**src/rtl/irq_request_gen.sv**
```systemverilog
// -----------------------------------------------------------------------------
// irq_request_gen
// Source end of the button-interrupt protocol. Four raw push-button lines are
// synchronized, debounced and edge-detected into pending requests. A small
// FSM presents one request code at a time toward the interrupt controller and
// follows the controller's on_interrupt status until the handler returns.
//
// Optional feature: define IRQ_MASK_EN to add the irq_mask input. Masked keys
// still debounce and latch pending bits but are skipped by arbitration.
// -----------------------------------------------------------------------------
module irq_request_gen #(
   parameter int DEBOUNCE_CYCLES = 4,   // stable cycles before a level is accepted (>=2)
   parameter int REQ_TIMEOUT     = 16   // cycles a request waits before withdrawal (>=2)
) (
   input  logic       clock,
   input  logic       reset,
   input  logic [3:0] keys_in,
   input  logic [1:0] on_interrupt,
`ifdef IRQ_MASK_EN
   input  logic [3:0] irq_mask,
`endif
   output logic [3:0] irq_code,
   output logic [3:0] pending,
   output logic       busy,
   output logic [7:0] drop_count
);

   localparam int DCW = (DEBOUNCE_CYCLES > 2) ? $clog2(DEBOUNCE_CYCLES) : 1;
   localparam int TCW = (REQ_TIMEOUT > 2) ? $clog2(REQ_TIMEOUT) : 1;
   localparam logic [DCW-1:0] DEB_LAST = DCW'(DEBOUNCE_CYCLES - 1);
   localparam logic [TCW-1:0] TMO_LAST = TCW'(REQ_TIMEOUT - 1);

   // Controller status encodings seen on on_interrupt
   localparam logic [1:0] ON_IDLE      = 2'b00;
   localparam logic [1:0] ON_RETURNING = 2'b10;

   typedef enum logic [1:0] {
      ST_IDLE,
      ST_REQUEST,
      ST_SERVICE,
      ST_RETURN
   } state_t;

   // ---------------------------------------------------------------------------
   // Key conditioning state
   // ---------------------------------------------------------------------------
   logic [3:0]     sync1_q;
   logic [3:0]     sync2_q;
   logic [3:0]     deb_q;
   logic [3:0]     deb_d;
   logic [DCW-1:0] deb_cnt_q [4];
   logic [DCW-1:0] deb_cnt_d [4];
   logic [3:0]     deb_rise;
   logic [3:0]     pending_q;
   logic [3:0]     pending_d;

   // ---------------------------------------------------------------------------
   // Request FSM state
   // ---------------------------------------------------------------------------
   state_t         state_q;
   logic [1:0]     sel_q;        // key currently being requested/serviced
   logic [3:0]     irq_code_q;
   logic [TCW-1:0] tmo_q;
   logic [7:0]     drop_q;

   logic [3:0]     eligible;
   logic [1:0]     win_idx;
   logic [3:0]     grant_clr;

   // Debounce: a key's accepted level only follows the synchronized level
   // after it has disagreed for DEBOUNCE_CYCLES consecutive cycles.
   always_comb begin
      // NOTE: every combinational output gets a default first so that no path
      // leaves it unassigned, which would otherwise infer a latch.
      deb_d     = deb_q;
      deb_cnt_d = deb_cnt_q;
      for (int k = 0; k < 4; k++) begin
         if (sync2_q[k] == deb_q[k]) begin
            deb_cnt_d[k] = '0;
         end else if (deb_cnt_q[k] == DEB_LAST) begin
            deb_d[k]     = sync2_q[k];
            deb_cnt_d[k] = '0;
         end else begin
            deb_cnt_d[k] = deb_cnt_q[k] + DCW'(1);
         end
      end
   end

   // Only a 0->1 transition of the accepted level raises a request.
   assign deb_rise = deb_d & ~deb_q;

   // Arbitration pool: pending keys, optionally minus masked ones.
`ifdef IRQ_MASK_EN
   assign eligible = pending_q & ~irq_mask;
`else
   assign eligible = pending_q;
`endif

   // Fixed priority: lowest key index wins.
   always_comb begin
      win_idx = 2'd0;
      for (int k = 3; k >= 0; k--) begin
         if (eligible[k]) begin
            win_idx = 2'(k);
         end
      end
   end

   // The serviced key's pending bit is released on the grant edge.
   assign grant_clr = ((state_q == ST_REQUEST) && (on_interrupt != ON_IDLE))
                      ? (4'b0001 << sel_q) : 4'b0000;

   // A new rise on the same edge as the grant survives: set wins over clear.
   assign pending_d = (pending_q & ~grant_clr) | deb_rise;

   // Key conditioning registers: synchronizers, debouncers, pending latches.
   always_ff @(posedge clock) begin
      // NOTE: sequential state uses non-blocking assignments so every register
      // samples pre-edge values regardless of statement order.
      if (reset) begin
         sync1_q   <= '0;
         sync2_q   <= '0;
         deb_q     <= '0;
         deb_cnt_q <= '{default: '0};
         pending_q <= '0;
      end else begin
         sync1_q   <= keys_in;
         sync2_q   <= sync1_q;
         deb_q     <= deb_d;
         deb_cnt_q <= deb_cnt_d;
         pending_q <= pending_d;
      end
   end

   // Request FSM with registered request code, timeout and drop counter.
   always_ff @(posedge clock) begin
      if (reset) begin
         state_q    <= ST_IDLE;
         sel_q      <= 2'd0;
         irq_code_q <= 4'd0;
         tmo_q      <= '0;
         drop_q     <= 8'd0;
      end else begin
         case (state_q)
            ST_IDLE: begin
               if (|eligible) begin
                  sel_q      <= win_idx;
                  irq_code_q <= {2'b00, win_idx} + 4'd1;
                  tmo_q      <= '0;
                  state_q    <= ST_REQUEST;
               end
            end
            ST_REQUEST: begin
               if (on_interrupt != ON_IDLE) begin
                  irq_code_q <= 4'd0;
                  state_q    <= ST_SERVICE;
               end else if (tmo_q == TMO_LAST) begin
                  // Withdraw; the pending bit stays so it is re-arbitrated.
                  irq_code_q <= 4'd0;
                  state_q    <= ST_IDLE;
                  if (drop_q != 8'hFF) begin
                     drop_q <= drop_q + 8'd1;
                  end
               end else begin
                  tmo_q <= tmo_q + TCW'(1);
               end
            end
            ST_SERVICE: begin
               if (on_interrupt == ON_RETURNING) begin
                  state_q <= ST_RETURN;
               end else if (on_interrupt == ON_IDLE) begin
                  state_q <= ST_IDLE;   // controller aborted the entry
               end
            end
            ST_RETURN: begin
               if (on_interrupt == ON_IDLE) begin
                  state_q <= ST_IDLE;
               end
            end
            default: begin
               state_q <= ST_IDLE;
            end
         endcase
      end
   end

   assign irq_code   = irq_code_q;
   assign pending    = pending_q;
   assign busy       = (state_q != ST_IDLE);
   assign drop_count = drop_q;

   // A non-zero code is presented exactly while a request is outstanding.
   a_code_only_in_request : assert property (
      @(posedge clock) disable iff (reset)
      (irq_code_q != 4'd0) == (state_q == ST_REQUEST));

   // Codes are limited to the four key encodings.
   a_code_range : assert property (
      @(posedge clock) disable iff (reset)
      irq_code_q <= 4'd4);

endmodule

```
**config.mk**
```make
export PLATFORM = sky130hd
export DESIGN_NAME = irq_request_gen
export DESIGN_NICKNAME = d
export VERILOG_FILES = /design/src/rtl/irq_request_gen.sv
export SDC_FILE = /design/constraint.sdc
export NUM_CORES = 1
export LEC_CHECK = 0
export CORE_MARGIN = 5
export CORE_UTILIZATION = 55
export DETAILED_ROUTE_END_ITERATION = 10
export HOLD_SLACK_MARGIN = 0.08
export PLACE_DENSITY = 0.79
export REMOVE_ABC_BUFFERS = 1
export SLEW_MARGIN = 15
export SYNTH_ARGS = -nofsm -noshare
export SYNTH_HDL_FRONTEND = slang
export SYNTH_SLANG_ARGS = --single-unit
```
**constraint.sdc**
```tcl
create_clock -name clock -period 4.3 [get_ports clock]
set_input_delay 0.43 -clock clock [delete_from_list [all_inputs] [get_ports clock]]
set_output_delay 0.43 -clock clock [all_outputs]
set_load 0.01 [all_outputs]
```
Word-level counts from Yosys, hierarchy flattened
Index checks and enable logic that the tools add are counted.
{ "totals": {"reg_bits": 44, "latch_bits": 0, "ramBits": 0, "rom_bits": 0, "in_bits": 8, "word_cells": 88, "memories": 0} }
{ "classes": {"addsub": 7, "multipliers": 0, "div": 0, "n_lt_le_gt_ge": 0, "n_eq_ne": 18, "shift": 1, "mux": 27, "n_bitwise": 6, "n_reduce_logical": 16} }
{ "ops": {"columns": ["op", "count"], "rows": [
  ["2-to-1 mux 4 bit", 7],
  ["2-to-1 mux 2 bit", 9],
  ["case mux 4 bit (2 select lines)", 2],
  ["== test 2 bit (second input constant)", 7],
  ["OR reduction 3 bit", 4],
  ["adder 2 x 1 -> 2 bit (second input constant)", 4],
  ["adder 8 x 1 -> 8 bit (second input constant)", 1],
  ["bitwise AND 4 bit", 2],
  ["2-to-1 mux 1 bit", 8],
  ["!= test 8 bit (second input constant)", 1],
  ["inverter 4 bit", 2],
  ["case mux 2 bit (4 select lines)", 1],
  ["AND reduction 4 bit", 2],
  ["!= test 2 bit (second input constant)", 3],
  ["nonzero test 2 bit", 3],
  ["adder 4 x 1 -> 4 bit (second input constant)", 1],
  ["== test 1 bit", 4],
  ["== test 4 bit (second input constant)", 1],
  ["zero test 2 bit", 2],
  ["OR 4 bit", 1],
  ["AND reduction 2 bit", 2],
  ["OR reduction 4 bit", 1],
  ["<< shifter 1 x 2 -> 4 bit (first input constant)", 1],
  ["adder 2 x 1 -> 3 bit (second input constant)", 1],
  ["other kinds (5)", 5]
]} }

Longest topological paths before layout
{ "depth": {"depth_word": 7, "mapped_depth": 6} }

Least setup slack after synthesis
No wires, ideal clock.
{ "synth_path": {"path_kind": "in2reg", "from": "in on_interrupt[1]", "to": "reg drop_q[6] (netlist: drop_count[6])", "arrival_ns": 1.616, "t_required_ns": 4.229, "path_slack_ns": 2.613, "cell_stages": 5, "path_cell_list": "nor4b_4 o211ai_2 buf_6 or4_1 a21oi_1"} }
{ "synth_via": {"elab_chain_cells": 3} }
{ "synth_rtl": {"columns": ["element", "line_no", "text"], "rows": [
  ["start: declaration", "18", "input logic [1:0] on_interrupt,"],
  ["nonzero test 2 bit", "154", "if (on_interrupt != ON_IDLE) begin"],
  ["inverter 1 bit (no line)", null, null],
  ["AND reduction 4 bit (no line)", null, null],
  ["end signal: assignment", "162", "drop_q <= drop_q + 8'd1;"],
  ["end: declaration", "64", "logic [7:0] drop_q;"]
]} }
Every way passes these cells.
A chain may end at the register's enable or synchronous reset.

Worst setup path in the final report
{ "layout_path": {"from": "reg state_q[1]", "to": "out busy"} }
{ "layout_via": {"elab_chain_cells": 1} }
{ "layout_rtl": {"columns": ["element", "line_no", "text"], "rows": [
  ["start: declaration", "60", "state_t state_q;"],
  ["start signal: assignment", "138", "state_q <= ST_IDLE;"],
  ["start signal: assignment", "150", "state_q <= ST_REQUEST;"],
  ["start signal: assignment", "156", "state_q <= ST_SERVICE;"],
  ["nonzero test 2 bit", "189", "assign busy = (state_q != ST_IDLE);"],
  ["end: declaration", "24", "output logic busy,"]
]} }
Every way passes these cells.

==> results by stage <==
Run status:
- The flow ran to the end, and the final reports show no timing, DRC or antenna violations.

Floorplan:
- The height of the die is 66.5 µm.
- The total area inside the core boundary comes to ~3100 µm².
- The die covers ~4400 µm².
- The boundary pin count is 25.
- After floorplanning, the core was divided into 20 placement rows.
- The width of the die is about 67 µm.
- The initial core utilization is between 50 and 60%.

GRT:
- Entering global routing, the biggest net connects 39 pins.
- The first global-routing pass estimated between 5 and 6 mm of wire.
- The total overflow left after global routing is 0.
- The number of antenna violations at the first check in global routing is 0.
- Across every metal layer, demand over resource in global routing totals between 10% and 20%.
- The via count of the first global-routing pass came to ~1400.

Detailed routing:
- The routed wirelength normalized by instance count is between 10 and 15 µm.
- The ratio of routed vias to standard cells is between 5 and 6.
- The pre-antenna-repair detailed-routing pass consisted of 4 iterations.
- The count of vias placed by the detailed router is ~1400.
- The detailed router finished its first iteration with between 100 and 150 violations.
- In this run the remaining antenna-violating nets after routing total 0.
- The final wirelength is roughly 3.3 mm.
- The number of remaining DRC errors is 0.

Synthesis:
- The number of different library cells used by synthesis comes to 38.
- For this run, asynchronously set or reset flops after synthesis account for 0%.
- By area the synthesized netlist is led by sky130_fd_sc_hd__dfxtp_1 49%, sky130_fd_sc_hd__nor2_1 5.3%, sky130_fd_sc_hd__ha_1 5.0%.
- In the synthesized netlist, the number of instances is 182.
- By instance count, the leading cell after synthesis is sky130_fd_sc_hd__dfxtp_1.
- Among all flip-flop cells after synthesis, the most frequent one is sky130_fd_sc_hd__dfxtp_1.
- The compound-cell area share of the yosys netlist is about 14%.
- The synthesized design devotes to its leading area cell type roughly half of total area.
- The largest total area in the synthesized netlist belongs to sky130_fd_sc_hd__dfxtp_1.
- After synthesis the netlist holds a flip-flop and latch count of 43.
- Summing the areas of all xor and xnor instances in the mapped netlist gives roughly 3.0% of the synthesized area.
- By area, the combinational part of the netlist is dominated by simple AND/OR/NAND/NOR gates.
- For this run, the number of Yosys warnings is 0.
- Summing every instance area after synthesis gives ~1800 µm².
- Sequential elements use between 40% and 50% of the synthesized area.
- The number of synthesized flops with an enable pin is 0.
- The multiplexer share of the synthesized area is between 4 and 5%.
- The adder-cell area share of the yosys netlist is roughly 5.0%.
- Ranked by instance count, the synthesized netlist is headed by 43 x sky130_fd_sc_hd__dfxtp_1, 25 x sky130_fd_sc_hd__nor2_1, 11 x sky130_fd_sc_hd__inv_1.
- Summing the areas of all and, or, nand and nor instances in the mapped netlist gives between 20% and 30% of the synthesized area.
- The average footprint of a synthesized cell is slightly below 10 µm².

Run:
- The tool flagged a number of max-cap violations equal to 0.

Setup path:
- The data required time of the critical path is 3.87 ns.
- The worst setup path is captured at an output port.
- The maximum net fanout on the critical path is 7.
- For the worst setup path, the data arrival time is roughly 1.7 ns.
- By startpoint and endpoint, the worst setup path is classified as flip-flop to output port.
- The worst setup path is launched from a flip-flop.

STA:
- Setup violations remaining at the end of the flow were counted as 0.
- The number of failing hold endpoints at the final stage is 0.
- Setup repair after global routing left no endpoint under its margin.
- Dividing the final minimum period by the clock period gives 50.5%.
- The final-layout setup total negative slack is 0 ns.
- On the final layout, the worst hold slack is approximately 0.43 ns.
- Static timing analysis puts the maximum clock frequency at 461 MHz.
- The post-route worst setup slack is around 2.1 ns.
- The worst setup skew after layout is approximately 0.0093 ns.
- Counting I/O delays and the setup requirement, the final critical path takes 2.17 ns.
- The number of max-slew violations in the final report is 0.

CTS:
- The number of H-tree branching levels is 2.
- Gates resized during post-CTS repair numbered 0.
- Buffers inserted to repair hold after CTS numbered 0.
- The maximum count of clock buffers along a single path is 2.
- The CTS clock-pin slew for the worst setup and hold paths is approximately 0.12 ns.
- Once the clock tree was built, the setup fixing pass inserted 0 buffers.
- TritonCTS built the clock tree.
- The master cell of the clock root buffer is sky130_fd_sc_hd__clkbuf_4.
- Clock latency on the worst-skew pair, taken at its later pin, is 0.35 ns.
- The TritonCTS buffer count is 5.
- The number of sinks handled by clock tree synthesis is 43.

Power and ir drop:
- The analysis attributes to cell leakage a power of around 0.76 nW.
- IR analysis of the VDD net gives a maximum drop of between 0.2 and 0.25 mV.
- The power per cell area is between 200 and 300 nW/µm².
- Total power for the finished layout comes to ~0.62 mW.

Place:
- After detailed placement, the total cell area comes to between 2000 and 2500 µm².
- The count of port buffers added during placement is 23.
- The post-detailed-placement half-perimeter wirelength is roughly 2.3 mm.
- After detailed placement, the design holds a cell count of 244.
- The weighted congestion at the end of routability-driven global placement is about 0.76.
- The setup slack after placement is ~1.8 ns.

Layout:
- 0 antenna diodes ended up in the layout.
- The synthesis-to-finish area growth is 17.8%.
- Of the cells placed in the final design, the portion with a size suffix greater than 1 is approximately 6.3%.
- With fillers left out, the area of the finished cells amounts to 2070 µm².
- The final layout contains ~220 nets.
- The share of the core filled with cells is 67.8%.
- The post-route non-filler standard cell count is 252.

Min path:
- The path category of the worst min-delay check is flip-flop to flip-flop.
-- worst paths after layout --
check                          start  depth (start not counted)                         end  slack, ns
max reg2reg  state_q[1]$_SDFFE_PP0P_                          4  drop_count[7]$_SDFFE_PP0P_       2.42
min reg2reg  deb_cnt_q[2]$_SDFF_PP0_                          1     deb_cnt_q[2]$_SDFF_PP0_       0.43
max          state_q[1]$_SDFFE_PP0P_                          3                        busy       2.13
min          deb_cnt_q[2]$_SDFF_PP0_                          1     deb_cnt_q[2]$_SDFF_PP0_       0.43
-- layout make-up --
class / count / area (µm²)
fill: 242 / 982
multi-input combinational: 122 / 822
sequential: 43 / 861
clock buffer: 6 / 41.3
clock inverter: 2 / 12.5
inverter: 11 / 41.3
timing repair buffer: 24 / 238
tap: 44 / 55.1
-- report_power, final --
part	internal (mW)	switching (mW)	total, mW
sequential	0.403	0.00209	0.405
combinational	0.0109	0.0114	0.0223
clock	0.0632	0.126	0.189
-- critical path, cell delays in order, from the launching register on --
cell and delay [ns]:
sky130_fd_sc_hd__dfxtp_1 0.39, sky130_fd_sc_hd__nor2_1 0.42, sky130_fd_sc_hd__inv_1 0.08, sky130_fd_sc_hd__clkdlybuf4s50_1 0.50
-- kinds of logic after synthesis --
family	count (synthesis)
flops	43
fa+ha+maj	7
buf+inv	17
mux	7
compound gates	34
xor+xnor	6
other cells	1
simple gates	67
-- flip-flops by register name, indices dropped and copies added (netlist names) --
register / flops
sync2_q: 4
drop_count: 8
pending: 4
state_q: 2
sync1_q: 4
irq_code: 3
deb_q: 4
sel_q: 2
deb_cnt_q: 8
tmo_q: 4
-- layout by cell type (no fill, tap or decap), drive strengths merged --
cell,netlist,layout
a21oi,10,10
a22oi,2,2
a2bb2oi,1,1
a311oi,1,1
a32o,2,2
a32oi,3,3
and2b,1,1
and3,1,1
buf,2,1
clkbuf,4,6
clkdlybuf4s50,0,23
clkinv,0,1
clkinvlp,0,1
conb,1,1
dfxtp,43,43
ha,7,7
inv,11,11
mux2,1,1
mux2i,6,6
nand2,6,6
nand2b,2,2
nand3,6,6
nand4,1,1
nand4b,1,1
nor2,25,25
nor2b,8,8
nor3,3,3
nor4b,1,1
o2111ai,2,2
o211ai,2,2
o21ai,3,3
o221ai,1,1
o311ai,2,2
o31ai,5,5
or3,7,7
or4,4,4
or4b,1,1
xnor2,4,4
xor2,2,2
-- routing by layer --
metal | GRT usage [%] | vias to the layer above | wire [µm]
met5 | 0 | - | 0
met4 | 6.60 | 0 | 54
met3 | 6.41 | 5 | 163
met2 | 30.2 | 29 | 1600
met1 | 19.3 | 650 | 1440
li1 | - | 699 | -
Note: power is estimated with default switching activity, not from simulation.
